## src/rtl/period_capture.sv

```systemverilog
`default_nettype none
// ============================================================================
//  Module   : period_capture
//  Purpose  : Measures the spacing, in clk cycles, between consecutive rising
//             edges of sig_in and reports each completed period with a
//             one-cycle valid strobe. The first edge after enabling only arms
//             the measurement. All state updates on the falling clk edge.
//  Ports    : clk    - system clock (state updates on negedge)
//             rst    - asynchronous active-low reset
//             en     - measurement enable; low returns the block to IDLE
//             sig_in - signal to measure, may be asynchronous to clk
//             period - last captured period (saturates at 2^WIDTH-1)
//             valid  - one-cycle strobe following each period/ovf update
//             ovf    - captured period saturated
//             busy   - high while measuring
//  Revision : 1.0 - initial release
// ============================================================================
module period_capture #(
  parameter int WIDTH = 16
) (
  input  logic             clk,
  input  logic             rst,
  input  logic             en,
  input  logic             sig_in,
  output logic [WIDTH-1:0] period,
  output logic             valid,
  output logic             ovf,
  output logic             busy
);

  localparam logic [0:0]       ST_IDLE    = 1'b0;
  localparam logic [0:0]       ST_MEASURE = 1'b1;
  localparam logic [WIDTH-1:0] CNT_ZERO   = '0;
  localparam logic [WIDTH-1:0] CNT_ONE    = {{(WIDTH-1){1'b0}}, 1'b1};

  // Three-flop chain: s1/s2 resynchronise sig_in, s3 is the delayed copy
  // used for edge detection.
  logic             s1_q, s2_q, s3_q;
  logic [0:0]       state_q, state_d;
  logic [WIDTH-1:0] cnt_q, cnt_d;
  logic             sat_q, sat_d;
  logic [WIDTH-1:0] period_q, period_d;
  logic             ovf_q, ovf_d;
  logic             valid_q, valid_d;

  logic             rise_w;
  logic             cnt_max_w;

  assign rise_w    = s2_q & ~s3_q;
  assign cnt_max_w = &cnt_q;

  always_ff @(negedge clk or negedge rst) begin
    if (!rst) begin
      s1_q <= 1'b0;
      s2_q <= 1'b0;
      s3_q <= 1'b0;
    end else begin
      s1_q <= sig_in;
      s2_q <= s1_q;
      s3_q <= s2_q;
    end
  end

  always_comb begin
    state_d  = state_q;
    cnt_d    = cnt_q;
    sat_d    = sat_q;
    period_d = period_q;
    ovf_d    = ovf_q;
    valid_d  = 1'b0;
    case (state_q)
      ST_IDLE: begin
        cnt_d = CNT_ZERO;
        sat_d = 1'b0;
        // The first edge only starts the count; there is no interval yet.
        if (en && rise_w) begin
          state_d = ST_MEASURE;
          cnt_d   = CNT_ONE;
        end
      end
      ST_MEASURE: begin
        // Disable takes priority over a coincident edge: nothing is captured.
        if (!en) begin
          state_d = ST_IDLE;
          cnt_d   = CNT_ZERO;
          sat_d   = 1'b0;
        end else if (rise_w) begin
          period_d = cnt_q;
          ovf_d    = sat_q;
          valid_d  = 1'b1;
          cnt_d    = CNT_ONE;
          sat_d    = 1'b0;
        end else if (cnt_max_w) begin
          // Hold at all-ones and remember that the true period is longer.
          sat_d = 1'b1;
        end else begin
          cnt_d = cnt_q + CNT_ONE;
        end
      end
      default: begin
        state_d = ST_IDLE;
        cnt_d   = CNT_ZERO;
        sat_d   = 1'b0;
      end
    endcase
  end

  always_ff @(negedge clk or negedge rst) begin
    if (!rst) begin
      state_q  <= ST_IDLE;
      cnt_q    <= CNT_ZERO;
      sat_q    <= 1'b0;
      period_q <= CNT_ZERO;
      ovf_q    <= 1'b0;
      valid_q  <= 1'b0;
    end else begin
      state_q  <= state_d;
      cnt_q    <= cnt_d;
      sat_q    <= sat_d;
      period_q <= period_d;
      ovf_q    <= ovf_d;
      valid_q  <= valid_d;
    end
  end

  assign period = period_q;
  assign valid  = valid_q;
  assign ovf    = ovf_q;
  assign busy   = (state_q == ST_MEASURE);

endmodule
`default_nettype wire

```

## config.mk

```make
export PLATFORM = sky130hd
export DESIGN_NAME = period_capture
export DESIGN_NICKNAME = d
export VERILOG_FILES = /design/src/rtl/period_capture.sv
export SDC_FILE = /design/constraint.sdc
export NUM_CORES = 1
export LEC_CHECK = 0
export ABC_AREA = 1
export CORE_ASPECT_RATIO = 2
export CORE_MARGIN = 1
export CORE_UTILIZATION = 45
export CTS_CLUSTER_DIAMETER = 80
export CTS_CLUSTER_SIZE = 25
export DETAILED_ROUTE_END_ITERATION = 10
export PLACE_DENSITY = 0.71
export SLEW_MARGIN = 20
export SYNTH_ARGS = -nofsm -noshare
export SYNTH_HDL_FRONTEND = slang
export SYNTH_SLANG_ARGS = --single-unit
```

## constraint.sdc

```tcl
create_clock -name clk -period 1.71 [get_ports clk]
set_input_delay 0.171 -clock clk [delete_from_list [all_inputs] [get_ports clk]]
set_output_delay 0.171 -clock clk [all_outputs]
set_load 0.005 [all_outputs]
```

-- Yosys cells after proc, flatten, opt, wreduce, memory -nomap -nowiden
Index checks and enable logic that the tools add are counted.
- register bits: 39
- input port bits: 4
- output and inout port bits: 19
- logic and storage cells: 33
- add/subtract/negate cells: 1
- eq/ne operators: 2
- mux-type cells: 15
- bitwise gates (word level): 3
- reduce and logical (&&, ||, !) cells: 3
- operators with widths (operator ; number):
    2-to-1 mux 16 bit ; 3
    one-hot mux 16 bit (2 select lines) ; 1
    adder 16 x 1 -> 16 bit, second input constant ; 1
    AND reduction 16 bit ; 1
    2-to-1 mux 1 bit ; 9
    != test 4 x 2 -> 1 bit, second input constant ; 1
    != test 4 bit, second input constant ; 1
    one-hot mux 1 bit (2 select lines) ; 2
    AND reduction 3 bit ; 1
    inverter 1 bit ; 2
    bitwise AND 1 bit ; 1
    logical AND 1 bit ; 1

-- Depth between registers and ports, before layout
Gate-level depths: netlist of run 1.
- depth after elaboration: 5
- depth in mapped cells: 9
- depth with buffers taken out: 9

==> flow_summary.toml, run 1 <==
[status]
status = "finished with violations"
violations = "setup timing"

[setup_path]
critPathArrivalTime_ns = 1.68
r2r_slack_ns = 0.20
required_ns = 1.54
r2r-end = "cnt_q[6]"
crit_fanout = 2
cp-start-kind = "flip-flop"
endpoint_kind = "primary output"
rr_worst_depth = 7
critPathLaunch = "period[0]"
slowest_delay_ns = 0.42
crit_family = "flip-flops"
cp_cell_sequence = "buf_2"
r2r_start = "cnt_q[0]"
critical_path_class = "reg -> out"
path_buf_inv = 1
cpMaxStageDelayCell = "dfrtn_1"

[worst_hold_path]
hold_depth = 0
hold-path-endpoint = "s2_q"
hp-start = "s1_q"
hold_path.class = "reg -> reg"

[logic_synthesis]
synth_most_common_cell = "nand2_1"
synth-edff-count = 0
ys_warn_count = 0
synth_cell_type_count = 25
ys_seq_elements = 39
synth_area_leader_cell = "dfrtn_1"
mappedNetlistNets = 228
async_flop_share_pct = 100.0
synth_top_area_share_pct = 52.31
ys.flop_type = "dfrtn_1"
synthCells = 223
synth_seq_area_share_pct = 52.31
syn_area_per_cell_um2 = 8.366
synth.area.top_cells = "dfrtn_1 (52%), nand2_1 (13%), inv_1 (5.0%)"
synthTopCellsByCount = "nand2_1 (64), dfrtn_1 (39), inv_1 (25)"
netlist_area_um2 = 1866

[floorplanning]
start_util_pct = 47.54
die_y_um = 93.06
core.rowCount = 32
dieArea_um2 = 4423
ios = 23
core_area_um2 = 3924
die_w_um = 47.53

[global_route]
grt_pass1_wl_mm = 6.644
grtUsageTotal_pct = 21.04
grt_overflow = 0
antenna_found_initial = 0
grt_start_max_net_pins = 40
grt_pass1_vias = 1518

[finish]
multi_input_area_um2 = 760.7
fillCellCount = 397
antenna_cells = 0
area_delta_synth_final_pct = 23.94
seqCellArea_um2 = 975.9
finish.utilization_pct = 58.93
layout-drive-gt1-share_pct = 25.37
fin_nets = 276

[sta]
hold_viol_final = 0
hold_ws_ns = 0.3088
slew_viol_final = 0
tightest_slew_ns = 0.3610
finalSetupTns_ns = -2.344
finalClockSkew_ns = 0.003336
setup_ws_ns = -0.1426
finalSetupViolations = 19
rsz0062_at_grt = "true"
relSlewSlack_pct = 75.75

[detailed_routing]
ant_nets = 0
drt_iter0_drc = 44
vias = 1591
dr.pass1.iters = 4
drcViolationCount = 0
wirelength_mm = 3.970
avgRoutedWirePerCell_um = 12.29
vias_per_cell = 4.926

[clocking]
cts_sinks = 39
cts-root-buf = "clkbuf_8"
cts-buffers-inserted = 5
htreeDepth = 2
cts.clk_slew.worst_paths_ns = 0.05
ctsLongestPathBuffers = 2
cts_tree = "done"
clk_latency_ns = 0.29

[run]
drv_cap = 0

[placement]
dp_hpwl_mm = 3.001
io_buffers = 22
place.gp.congestion = 0.9358
dpl_worst_slack_ns = -0.5185

[power_and_ir_drop]
leakagePower_nw = 1.224
worst_ir_drop_vdd_mv = 0.4338
powerDensity_nw_per_um2 = 743.8
-- stage by stage --
stage,area (µm²),total power [mW],instances
after floorplan,1871,1.002,223
after global placement,2248,1.065,308
after detailed placement,2248,1.066,308
after CTS,2293,1.736,321
after global routing,2312,1.782,323
final,2312,1.720,323
-- per-layer routing --
| layer | GRT usage, % | vias to the layer above | share of wire (%) |
|---|---|---|---|
| met4 | 10.42 | 0 | 3.5 |
| li1 | - | 801 | - |
| met3 | 3.475 | 12 | 3.0 |
| met1 | 23.29 | 747 | 39 |
| met2 | 36.19 | 31 | 54 |
| met5 | 0 | - | 0 |
-- where the power goes --
part           internal (mW)  total, mW  switching (mW)
registers              0.941      0.947         0.00632
clock network          0.367      0.680           0.314
logic                 0.0343     0.0926          0.0583
-- cells by family after synthesis --
logic type | synth area share [%]
flops | 52.31
xor+xnor | 0.4696
buf+inv | 7.176
simple gates | 31.99
compound gates | 7.378
fa+ha+maj | 0.6706
-- layout by cell type (no fill, tap or decap), types with 5 or more instances in the layout --
| cell type | count |
|---|---|
| nand2_1 | 64 |
| dfrtn_1 | 39 |
| inv_1 | 24 |
| nor2_1 | 22 |
| buf_2 | 20 |
| buf_4 | 19 |
| nand3_1 | 15 |
| o21ai_1 | 14 |
| clkbuf_8 | 7 |
| a21oi_1 | 6 |
| o21ai_0 | 6 |
| inv_2 | 5 |
| nand4_1 | 5 |
-- repair_timing --
item                       in CTS  in global routing
hold buffers                    0                  0
setup endpoints to repair      52                 20
buffers inserted                5                  2
pin swaps                       1                  2
resized for setup              74                  1
-- worst max path at each step --
| stage | cells after the start | to | slack (ns) |
|---|---|---|---|
| floorplan | 6 | period[13] | 0.01 |
| global placement | 6 | cnt_q[0] | -0.50 |
| detailed placement | 6 | cnt_q[0] | -0.52 |
| CTS | 1 | period[9] | -0.16 |
| global route | 1 | ovf | -0.18 |
| finish | 1 | period[0] | -0.14 |
-- registers in the layout (all words and copies together) (netlist names) --
register / flops
s1_q: 1
ovf: 1
cnt_q: 16
sat_q: 1
period: 16
busy: 1
s2_q: 1
valid: 1
s3_q: 1
-- final cells by class --
class	count	area share, %
Clock buffer	7	4.167
Tap cell	51	2.760
Sequential cell	39	42.21
Inverter	30	4.978
Clock inverter	1	0.3247
Multi-Input combinational cell	152	32.90
Timing Repair Buffer	43	12.66
(Power assumes the default switching activity.)
==> inputs of run 2 (changes only) <==
CAP_MARGIN = 20   (was default)
==> results of run 2 <==
Same layout as run 1: the final DEF is identical, and so are final timing and power.
